===== config.mk =====
export PLATFORM = sky130hd
export DESIGN_NAME = encode_packer_flat
export DESIGN_NICKNAME = d
export VERILOG_FILES = /design/src/rtl/encode_packer_pkg.sv /design/src/rtl/encode_packer_if.sv /design/src/rtl/encode_packer.sv /design/src/flat_wrapper.sv
export SDC_FILE = /design/constraint.sdc
export NUM_CORES = 1
export LEC_CHECK = 0
export CAP_MARGIN = 0
export CELL_PAD_IN_SITES_DETAIL_PLACEMENT = 1
export CELL_PAD_IN_SITES_GLOBAL_PLACEMENT = 1
export CORE_ASPECT_RATIO = 1.75
export CORE_MARGIN = 3
export CORE_UTILIZATION = 46
export DETAILED_ROUTE_END_ITERATION = 8
export PLACE_DENSITY = 0.91
export SKIP_LAST_GASP = 1
export SLEW_MARGIN = 20
export SYNTH_ARGS = -nofsm -noshare
export SYNTH_HDL_FRONTEND = slang
export SYNTH_SLANG_ARGS = --single-unit

===== constraint.sdc =====
create_clock -name clk -period 3.8 [get_ports clk]
set_input_delay 0.95 -clock clk [delete_from_list [all_inputs] [get_ports clk]]
set_output_delay 0.95 -clock clk [all_outputs]
set_load 0.02 [all_outputs]

===== src/rtl/encode_packer_pkg.sv =====
// Shared types and helpers for the encode_packer bit packer.
package encode_pkg;

  // Two-state packer control: RUN accepts groups, FLUSH drains the tail.
  typedef enum logic {
    RUN   = 1'b0,
    FLUSH = 1'b1
  } state_e;

  // Width of a counter able to hold every value from 0 to buf_w inclusive.
  function automatic int cnt_w(input int buf_w);
    return $clog2(buf_w + 1);
  endfunction

endpackage


===== src/rtl/encode_packer_if.sv =====
// Input-group stream and output-word stream of the packer.
// Handshake: a beat transfers on a rising clk edge where valid and ready are
// both high; valid and its payload hold until that edge, and ready never
// depends combinationally on the same-side valid.
interface encode_packer_if #(
  parameter int IN_W  = 24,
  parameter int OUT_W = 32
);
  logic [IN_W-1:0]  din;
  logic             din_valid;
  logic             din_last;
  logic             din_ready;
  logic [OUT_W-1:0] dout;
  logic             dout_valid;
  logic             dout_last;
  logic             dout_ready;

  modport slave (
    input  din, din_valid, din_last, dout_ready,
    output din_ready, dout, dout_valid, dout_last
  );

  modport master (
    output din, din_valid, din_last, dout_ready,
    input  din_ready, dout, dout_valid, dout_last
  );
endinterface


===== src/rtl/encode_packer.sv =====
// Packs IN_W-bit LSB-first groups into OUT_W-bit words; the last group of a
// message flushes the buffer, zero-padding the final partial word.
module encode_packer
  import encode_pkg::*;
#(
  parameter int IN_W  = 24,
  parameter int OUT_W = 32
) (
  input  logic              clk,
  input  logic              rst,
  encode_packer_if.slave    bus,
  output state_e            state_dbg
);

  localparam int BUF_W = IN_W + OUT_W;
  localparam int CNT_W = cnt_w(BUF_W);
  localparam logic [CNT_W-1:0] OUT_C = CNT_W'(OUT_W);
  localparam logic [CNT_W-1:0] IN_C  = CNT_W'(IN_W);

  state_e           state_q, state_d;
  logic [BUF_W-1:0] buf_q, buf_d;
  logic [CNT_W-1:0] fill_q, fill_d;

  logic             din_ready;
  logic             dout_valid;
  logic             dout_last;
  logic             in_xfer;
  logic             out_xfer;
  logic [BUF_W-1:0] buf_s;
  logic [CNT_W-1:0] fill_s;

  // Handshake flags come only from state and fill, so no input reaches them.
  always_comb begin
    din_ready  = 1'b0;
    dout_valid = 1'b0;
    dout_last  = 1'b0;
    case (state_q)
      RUN: begin
        din_ready  = (fill_q <= OUT_C);
        dout_valid = (fill_q >= OUT_C);
      end
      FLUSH: begin
        dout_valid = (fill_q != '0);
        dout_last  = (fill_q != '0) && (fill_q <= OUT_C);
      end
      default: ;
    endcase
  end

  assign bus.din_ready  = din_ready;
  assign bus.dout_valid = dout_valid;
  assign bus.dout_last  = dout_last;
  assign bus.dout       = buf_q[OUT_W-1:0];
  assign state_dbg      = state_q;

  // Next buffer/fill/state: drain a word first, then append the new group
  // at the post-drain fill position.
  always_comb begin
    in_xfer  = bus.din_valid && din_ready;
    out_xfer = dout_valid && bus.dout_ready;
    buf_s    = buf_q;
    fill_s   = fill_q;
    if (out_xfer) begin
      if (dout_last) begin
        // Final (possibly padded) word leaves the buffer empty.
        buf_s  = '0;
        fill_s = '0;
      end else begin
        buf_s  = buf_q >> OUT_W;
        fill_s = fill_q - OUT_C;
      end
    end
    buf_d   = buf_s;
    fill_d  = fill_s;
    state_d = state_q;
    if (in_xfer) begin
      buf_d  = buf_s | (BUF_W'(bus.din) << fill_s);
      fill_d = fill_s + IN_C;
      if (bus.din_last) state_d = FLUSH;
    end
    if ((state_q == FLUSH) && out_xfer && dout_last) state_d = RUN;
  end

  // State, buffer and fill registers; reset discards any buffered bits.
  always_ff @(posedge clk or posedge rst) begin
    if (rst) begin
      state_q <= RUN;
      buf_q   <= '0;
      fill_q  <= '0;
    end else begin
      state_q <= state_d;
      buf_q   <= buf_d;
      fill_q  <= fill_d;
    end
  end

endmodule


===== src/flat_wrapper.sv =====
// flat-port wrapper written by rule: the top's interface ports become plain ports
module encode_packer_flat import encode_pkg::*;
#(
  parameter int IN_W  = 24,
  parameter int OUT_W = 32
)
  (clk, rst, state_dbg, bus_din, bus_din_valid, bus_din_last, bus_dout_ready, bus_din_ready, bus_dout, bus_dout_valid, bus_dout_last);
  encode_packer_if #(.IN_W(IN_W), .OUT_W(OUT_W)) bus_i ();
  input  logic clk;
  input  logic rst;
  output state_e state_dbg;
  input wire logic [$bits(bus_i.din)-1:0] bus_din;
  input wire logic [$bits(bus_i.din_valid)-1:0] bus_din_valid;
  input wire logic [$bits(bus_i.din_last)-1:0] bus_din_last;
  input wire logic [$bits(bus_i.dout_ready)-1:0] bus_dout_ready;
  output wire logic [$bits(bus_i.din_ready)-1:0] bus_din_ready;
  output wire logic [$bits(bus_i.dout)-1:0] bus_dout;
  output wire logic [$bits(bus_i.dout_valid)-1:0] bus_dout_valid;
  output wire logic [$bits(bus_i.dout_last)-1:0] bus_dout_last;
  assign bus_i.din = bus_din;
  assign bus_i.din_valid = bus_din_valid;
  assign bus_i.din_last = bus_din_last;
  assign bus_i.dout_ready = bus_dout_ready;
  assign bus_din_ready = bus_i.din_ready;
  assign bus_dout = bus_i.dout;
  assign bus_dout_valid = bus_i.dout_valid;
  assign bus_dout_last = bus_i.dout_last;
  encode_packer #(.IN_W(IN_W), .OUT_W(OUT_W)) u_core (.clk(clk), .rst(rst), .bus(bus_i), .state_dbg(state_dbg));
endmodule

### Word level (Yosys, flattened, before mapping)

Cells that the tools add are included.

* flip-flop bits (word level): 63
* output and inout port bits: 36
* bits of input ports: 29
* latch bits: 0
* logic and storage cells: 31
* memories kept: 0
* bits in read-only memories: 0
* RAM bits: 0

* add/subtract/negate cells: 2
* bitwise operators: 2
* $lt $le $gt $ge: 2
* multiplexer cells: 12
* divide/modulo/power cells: 0
* shift-type cells: 1
* eq/ne operators: 0
* multiply operators: 0
* reductions and logical operators: 9

Operator list (count)
* $mux 56: 2
* $or 56x56->56: 1
* $shl 24x6->56: 1
* $mux 24: 1
* $mux 6: 3
* $add 6x5->6 const B: 1
* $ge 6x6->1 const B: 1
* $le 6x6->1 const B: 1
* $reduce_bool 6->1: 1
* $sub 6x6->6 const B: 1
* $logic_and 1x1->1: 5
* $mux 1: 5
* $reduce_bool 2->1: 2
* $pmux 1 s2: 1
* $reduce_and 2->1: 1
* $not 1->1: 1

### Depth between registers and ports, before layout

Gate-level depths: netlist of run 1.

* word-level depth: 8
* gate-level depth with buffers: 10
* gate-level depth less buffers: 7

### Worst setup path after synthesis of run 1

OpenSTA, ideal clock, no wires.

* path type: flip-flop to output port
* start point: reg u_core.fill_q[0]
* end point: out bus_dout_last
* path slack: 1.130 ns
* data required time: 2.850 ns
* stages on the path, launching flop included: 7
* path buffers: 2
* arrival: 1.720 ns
* path through: dfrtp_1 buf_4 or4_4 o21ai_2 nand3_1 clkbuf_1 inv_1

* word-level cells in the longest chain between the ends: 3
* elaborated cells on any way between the ends: 4
* classes of those cells: 1 x order compare; 1 x mux; 2 x reduce/logical

Ends and longest elaborated chain
* start: declaration: line encode_packer.sv:22 `logic [CNT_W-1:0] fill_q, fill_d;`
* start signal: assignment: line encode_packer.sv:93 `fill_q <= fill_d;`
* $le 6x6->1 or $reduce_bool 6->1 (tied branches): line encode_packer.sv:44 `dout_last = (fill_q != '0) && (fill_q <= OUT_C);`
* $logic_and 1x1->1 *: line encode_packer.sv:44
* $mux 1 *: line encode_packer.sv:37 `case (state_q)`
* end: declaration: line flat_wrapper.sv:19 `output wire logic [$bits(bus_i.dout_last)-1:0] bus_dout_last;`

Mark *: on every way between the ends. The rest lies on a longest branch, timed or not.

### Final worst setup path of run 1

* start point: in bus_dout_ready
* end point: reg u_core.buf_q[19]

* word-level cells in the longest chain between the ends: 5
* elaborated cells on any way between the ends: 6
* classes of those cells: 1 x shift; 3 x mux; 1 x bitwise; 1 x reduce/logical

Ends and longest elaborated chain
* start: declaration: line flat_wrapper.sv:15 `input wire logic [$bits(bus_i.dout_ready)-1:0] bus_dout_ready;`
* $logic_and 1x1->1 *: line encode_packer.sv:60 `out_xfer = dout_valid && bus.dout_ready;`
* $mux 6: line encode_packer.sv:63 `if (out_xfer) begin`
* $shl 24x6->56: line encode_packer.sv:77 `buf_d = buf_s | (BUF_W'(bus.din) << fill_s);`
* $or 56x56->56: line encode_packer.sv:77
* $mux 56 *: line encode_packer.sv:76 `if (in_xfer) begin`
* named net u_core.buf_d[19]: line encode_packer.sv:21 `logic [BUF_W-1:0] buf_q, buf_d;`
* end signal: assignment: line encode_packer.sv:92 `buf_q <= buf_d;`
* end: declaration: line encode_packer.sv:21

Mark *: on every way through the listed nets, which the timed path passes. The rest lies on a longest branch.
A chain may end at the register's enable or synchronous reset.

==> results of run 1 <==
## critical path: cells and delay by family
family                 cells  cell delay [ns]
and+or+nand+nor            1             0.24
muxes                      1             0.50
buffers and inverters      2             0.80
AOI/OAI and AO/OA          4             1.25
## per-layer routing
| layer | GRT usage, % | share of wire [%] | vias to the layer above |
|---|---|---|---|
| li1 | - | - | 2689 |
| met1 | 43.9 | 34 | 3148 |
| met2 | 65.1 | 49 | 469 |
| met3 | 7.95 | 7.6 | 158 |
| met4 | 29.1 | 8.9 | 0 |
| met5 | 0 | 0 | - |
## metrics by stage
stage          area, um^2  setup slack (ns)  instances
2_1_floorplan        5530              1.13        697
3_3_place_gp         6230            -0.145        855
3_5_place_dp         6230           -0.0570        855
4_1_cts              6530             0.238        871
5_1_grt              6530             0.178        871
6_report             6530             0.216        871
## flip-flops by register name (all words and copies together), names as in the netlist
| name | flops |
|---|---|
| u_core.state_dbg | 1 |
| u_core.buf_q | 56 |
| u_core.fill_q | 6 |
## worst max-delay path by stage
| stage | to | cells past startpoint | slack, ns |
|---|---|---|---|
| detailed placement | u_core.buf_q[19]$_DFF_PP0_ | 8 | -0.06 |
| global placement | u_core.buf_q[19]$_DFF_PP0_ | 8 | -0.15 |
| floorplan | bus_dout_last | 6 | 1.13 |
| global route | bus_dout_last | 5 | 0.18 |
| finish | u_core.buf_q[19]$_DFF_PP0_ | 8 | 0.22 |
| CTS | bus_dout_last | 5 | 0.24 |
## layout make-up
| type | instances | area [um^2] | area share (%) |
|---|---|---|---|
| repair buffers | 111 | 1030 | 15.8 |
| flip-flops and latches | 63 | 1580 | 24.2 |
| multi-input cells | 530 | 3400 | 52.1 |
| clock inverters | 6 | 61.3 | 0.940 |
| inverters | 16 | 60.1 | 0.920 |
| clock buffers | 10 | 229 | 3.51 |
| well taps | 135 | 169 | 2.59 |
## power groups by stage
stage | Clock (mW) | Combinational, mW | Sequential [mW]
4_1_cts | 0.819 | 3.01 | 1.19
2_1_floorplan | 0 | 2.00 | 1.07
3_3_place_gp | 0 | 2.90 | 1.17
5_1_grt | 0.848 | 3.24 | 1.22
3_5_place_dp | 0 | 2.98 | 1.20
6_report | 0.815 | 3.09 | 1.20
## cells by family (layout without fill, tap and decap cells)
group | count (synthesis) | after routing | share of synthesized area, %
buffers and inverters | 104 | 143 | 10.1
multiplexers | 30 | 30 | 5.81
AO/OA/AOI/OAI | 266 | 266 | 34.6
XOR/XNOR | 2 | 2 | 0.317
flip-flops | 63 | 63 | 28.5
adder cells (fa/ha/maj) | 1 | 1 | 0.226
AND/OR/NAND/NOR | 231 | 231 | 20.4
## cells in the final DEF, fill, tap and decap left out, types with 6 or more instances in the layout
cell	synthesis	layout
nand2_1	67	67
clkdlybuf4s50_1	0	64
dfrtp_1	63	62
nor2_1	58	58
o21ai_0	45	45
buf_4	35	44
a21oi_1	42	42
nand3_1	34	34
mux2i_1	22	22
o211ai_1	17	17
a22oi_1	16	16
o22ai_1	14	14
nor3_1	12	12
inv_1	12	11
a31oi_1	11	11
a211oi_1	10	10
o221ai_1	10	10
a221oi_1	10	10
clkbuf_16	0	9
nand2b_1	8	8
and2_1	8	8
o21a_1	8	8
nor2b_1	7	7
mux2_2	7	7
a221o_1	7	7
a21o_1	6	6
a32oi_1	6	6
or3_1	6	6
o21ai_1	6	6
==> impl_metrics.py, run 1 <==
metrics = {
    "run_status": {
        "status": "finished clean",
    },
    "power": {
        "power_density_nw_per_um2": 783,
        "vdd_ir_drop_max_mv": 0.286,
        "switching_share_pct": 49.1,
        "p_switching_mw": 2.51,
        "power_frac_comb_pct": 60.6,
        "p_int_mw": 2.60,
        "p_leak_nw": 2.57,
        "pwr-share-seq_pct": 23.5,
        "finalPower_mw": 5.11,
        "p_clk_share_pct": 16.0,
    },
    "setup_path": {
        "reg2reg_to": "u_core.buf_q[45]$_DFF_PP0_",
        "end_kind": "flip-flop",
        "path_max_fanout": 11,
        "cp.required_ns": 3.98,
        "slowest_delay_ns": 0.56,
        "r2r_slack_ns": 0.40,
        "cp_slowest_cell": "a221oi_1",
        "reg2reg_depth": 7,
        "reg2reg_from": "u_core.fill_q[1]$_DFF_PP0_",
        "crit_path_start": "bus_dout_ready",
        "path_cells": "clkdlybuf4s50_1 > nand3b_2 > buf_4 > a31o_2 > a221oi_1 > o21ai_0 > mux2i_1 > o211ai_1",
        "worstPathArrival_ns": 3.76,
        "setup.worst_path.class": "in -> reg",
        "critPathLaunchType": "primary input",
    },
    "yosys": {
        "yosysMostFrequentCell": "nand2_1",
        "synth_commonest_cells": "67 x nand2_1, 63 x dfrtp_1, 58 x nor2_1, 45 x o21ai_0, 42 x a21oi_1",
        "async_reset_ff_share_pct": 100,
        "synth_seq_area_share_pct": 28.5,
        "syn_inst": 697,
        "synthFlopType": "dfrtp_1",
        "synth_cell_types": 81,
        "syn_area_per_cell_um2": 7.94,
        "synth-warning-count": 0,
        "synth_largest_area_cell": "dfrtp_1",
        "synth-edff-count": 0,
        "ys_seq_elements": 63,
        "synth_area_um2": 5530,
        "syn_nets": 727,
        "synth_area_leaders": "dfrtp_1 28%, buf_4 4.7%, nand2_1 4.5%",
        "yosysTopAreaCellShare_pct": 28.5,
    },
    "drt": {
        "first_iter_violations": 724,
        "drt_wl_total_mm": 26.5,
        "first_pass_iters": 7,
        "via_per_inst": 7.42,
        "route.vias.total": 6464,
        "wire_per_inst_um": 30.4,
        "remaining_drc_errors": 0,
        "final_antenna_net_count": 0,
    },
    "timing": {
        "max_slew_margin_pct": 46.4,
        "finalSetupTns_ns": 0,
        "maxSlewViolCount": 0,
        "fin_worst_hold_slack_ns": 0.486,
        "tightest_slew_ns": 0.796,
        "period_share_pct": 94.3,
        "skew_ns": 0.0131,
        "setup_viol": 0,
        "layout_min_cycle_time_ns": 3.58,
        "max_freq_mhz": 279,
        "rsz0062_at_grt": "false",
        "hold_viol_final": 0,
    },
    "placed_design": {
        "gp_congestion": 1.07,
        "io_buffers": 64,
        "hpwl_mm": 20.1,
    },
    "finish": {
        "drive_above_1_share_pct": 13.6,
        "nNetsFinal": 761,
        "diodes": 0,
        "final_util_pct": 56.0,
        "area_delta_synth_final_pct": 17.9,
        "fillCellCount": 1425,
    },
    "clocking": {
        "numCtsBuffers": 9,
        "ctsHoldBuffers": 0,
        "clkTransAtPathRegs_ns": 0.06,
        "post_cts_buffers": 0,
        "tritoncts": "done",
        "cts-root-buf": "clkbuf_16",
        "cts_htree_levels": 3,
        "clock_path_buffers": 2,
        "cts.sinks": 63,
        "clock_latency_ns": 0.33,
        "cts_resized": 0,
    },
    "hold_path": {
        "holdPathEnd": "u_core.buf_q[17]$_DFF_PP0_",
        "min_from": "u_core.buf_q[17]$_DFF_PP0_",
        "hold_class": "reg -> reg",
        "hold_path_depth": 2,
    },
    "floorplanning": {
        "core.rowCount": 52,
        "fp.coreArea_um2": 11600,
        "num_io_pins": 65,
        "die_h_um": 151,
        "start_util_pct": 47.5,
        "dieArea_um2": 13400,
        "die_w_um": 88.9,
    },
    "grt": {
        "grt_pass1_vias": 6524,
        "grt_max_degree": 61,
        "antenna_found_initial": 0,
        "overflow": 0,
        "grtUsageTotal_pct": 39.5,
        "grt_pass1_wl_mm": 39.4,
    },
    "flow_run": {
        "drv_cap": 0,
    },
}
Note: power is estimated with default switching activity, not from simulation.
==> run 2, diff against run 1 <==
--- a/config.mk
+++ b/config.mk
@@ -13,6 +13,7 @@
 export CORE_UTILIZATION = 46
 export DETAILED_ROUTE_END_ITERATION = 8
 export PLACE_DENSITY = 0.91
+export RECOVER_POWER = 25
 export SKIP_LAST_GASP = 1
 export SLEW_MARGIN = 20
 export SYNTH_ARGS = -nofsm -noshare
==> run 2 against run 1 <==
  * Via count fell by 0.31%
  * Setup slack lost 0.0059 ns
  * Worst hold slack improved by 0.0036 ns
  * Clock power about the same
  * Critical path depth did not move
  * Sequential cell count unchanged
  * Critical path type unchanged
  * Largest power group unchanged
==> impl_metrics.py, run 2 (synthesis results as in run 1) <==
metrics = {
    "grt": {
        "grtUsageTotal_pct": 39.5,
        "overflow": 0,
        "grt_max_degree": 61,
        "grt_pass1_vias": 6524,
        "antenna_found_initial": 0,
        "grt_pass1_wl_mm": 39.4,
    },
    "timing": {
        "layout_min_cycle_time_ns": 3.59,
        "hold_viol_final": 0,
        "period_share_pct": 94.5,
        "setup_viol": 0,
        "skew_ns": 0.0114,
        "setup_ws_ns": 0.210,
        "tightest_slew_ns": 1.06,
        "rsz0062_at_grt": "false",
        "finalSetupTns_ns": 0,
        "max_slew_margin_pct": 29.4,
        "max_freq_mhz": 279,
        "maxSlewViolCount": 0,
    },
    "drt": {
        "met2_length_mm": 12.9,
        "drt_wl_total_mm": 26.4,
        "remaining_drc_errors": 0,
        "first_iter_violations": 725,
        "route.vias.total": 6444,
        "first_pass_iters": 6,
        "wl_met1_mm": 9.10,
        "via_per_inst": 7.40,
        "top_layer_used": "met4",
        "wire_per_inst_um": 30.3,
        "final_antenna_net_count": 0,
        "dr_wl_met3_mm": 2.02,
    },
    "finish": {
        "stdcell_count": 871,
        "drive_above_1_share_pct": 13.3,
        "largest_reg_flops": 56,
        "diodes": 0,
        "nNetsFinal": 761,
        "final_area_um2": 6520,
        "regMostFlops": "u_core.buf_q",
        "final_cell_mix": "67 x nand2_1, 63 x clkdlybuf4s50_1, 62 x dfrtp_1, 58 x nor2_1, 45 x o21ai_0",
        "final_util_pct": 56.0,
        "area_delta_synth_final_pct": 17.8,
        "final_common_cell": "nand2_1",
    },
    "setup_path": {
        "end_kind": "flip-flop",
        "critPathLaunchType": "primary input",
        "r2r_slack_ns": 0.41,
        "reg2reg_depth": 7,
        "path_max_fanout": 11,
        "reg2reg_from": "u_core.fill_q[1]$_DFF_PP0_",
        "worstPathArrival_ns": 3.77,
        "cp.required_ns": 3.98,
        "reg2reg_to": "u_core.buf_q[45]$_DFF_PP0_",
        "setup.worst_path.class": "in -> reg",
    },
    "floorplanning": {
        "dieArea_um2": 13400,
        "start_util_pct": 47.5,
        "fp.coreArea_um2": 11600,
        "core.rowCount": 52,
        "die_w_um": 88.9,
        "die_h_um": 151,
        "num_io_pins": 65,
    },
    "power": {
        "p_leak_nw": 2.57,
        "power_density_nw_per_um2": 784,
        "vdd_ir_drop_max_mv": 0.287,
    },
    "clocking": {
        "ctsHoldBuffers": 0,
        "cts_htree_levels": 3,
        "cts.sinks": 63,
        "clock_latency_ns": 0.33,
        "cts_resized": 0,
        "tritoncts": "done",
        "post_cts_buffers": 0,
        "cts-root-buf": "clkbuf_16",
        "clock_path_buffers": 2,
        "numCtsBuffers": 9,
        "clkTransAtPathRegs_ns": 0.06,
    },
    "placed_design": {
        "placed_area_um2": 6230,
        "io_buffers": 64,
        "gp_congestion": 1.07,
        "placedCellCount": 855,
        "post-place-ws_ns": -0.0570,
        "hpwl_mm": 20.1,
    },
    "hold_path": {
        "hold_class": "reg -> reg",
        "holdPathEnd": "u_core.buf_q[17]$_DFF_PP0_",
        "hold_path_depth": 2,
        "min_from": "u_core.buf_q[17]$_DFF_PP0_",
    },
    "run_status": {
        "status": "finished clean",
    },
    "flow_run": {
        "drv_cap": 0,
    },
}
[run 2: area by class of cell]
cell class | count | area, um^2
flip-flops and latches | 63 | 1580
fillers | 1425 | 5130
repair buffers | 111 | 1020
well taps | 135 | 169
multi-input cells | 530 | 3400
clock buffers | 10 | 229
clock inverters | 6 | 61.3
inverters | 16 | 60.1
[run 2: worst max-delay path by stage]
stage,to,slack (ns),cells past startpoint,from
floorplan,bus_dout_last,1.13,6,u_core.fill_q[0]$_DFF_PP0_
global placement,u_core.buf_q[19]$_DFF_PP0_,-0.15,8,bus_dout_ready
detailed placement,u_core.buf_q[19]$_DFF_PP0_,-0.06,8,bus_dout_ready
CTS,bus_dout_last,0.24,5,u_core.fill_q[0]$_DFF_PP0_
global route,bus_dout_last,0.18,5,u_core.fill_q[0]$_DFF_PP0_
finish,u_core.buf_q[19]$_DFF_PP0_,0.21,8,bus_dout_ready
[run 2: layer usage]
metal	track usage, %	vias to the layer above
li1	-	2685
met1	43.9	3137
met2	65.1	457
met3	7.95	165
met4	29.1	0
met5	0	-
[run 2: critical path, cell delays in order]
cell	delay, ns
clkdlybuf4s50_1	0.52
nand3b_2	0.24
buf_4	0.28
a31o_2	0.23
a221oi_1	0.56
o21ai_0	0.25
mux2i_1	0.51
o211ai_1	0.21
[run 2: where the power goes]
part / internal, mW / switching (mW)
Clock: 0.505 / 0.311
Sequential: 0.938 / 0.263
Combinational: 1.16 / 1.94
Total: 2.60 / 2.51
[run 2: per-stage QoR]
stage,power [mW],hold slack [ns]
finish,5.11,0.489
global route,5.31,0.505
CTS,5.02,0.495
detailed placement,4.17,0.476
global placement,4.07,0.466
floorplan,3.08,0.449
==> run 3, diff against run 2 <==
--- a/config.mk
+++ b/config.mk
@@ -15,7 +15,7 @@
 export PLACE_DENSITY = 0.91
 export RECOVER_POWER = 25
 export SKIP_LAST_GASP = 1
-export SLEW_MARGIN = 20
+export SLEW_MARGIN = 10
 export SYNTH_ARGS = -nofsm -noshare
 export SYNTH_HDL_FRONTEND = slang
 export SYNTH_SLANG_ARGS = --single-unit
==> results of run 3 <==
Same layout as run 2: the final DEF is identical, and so are final timing and power.
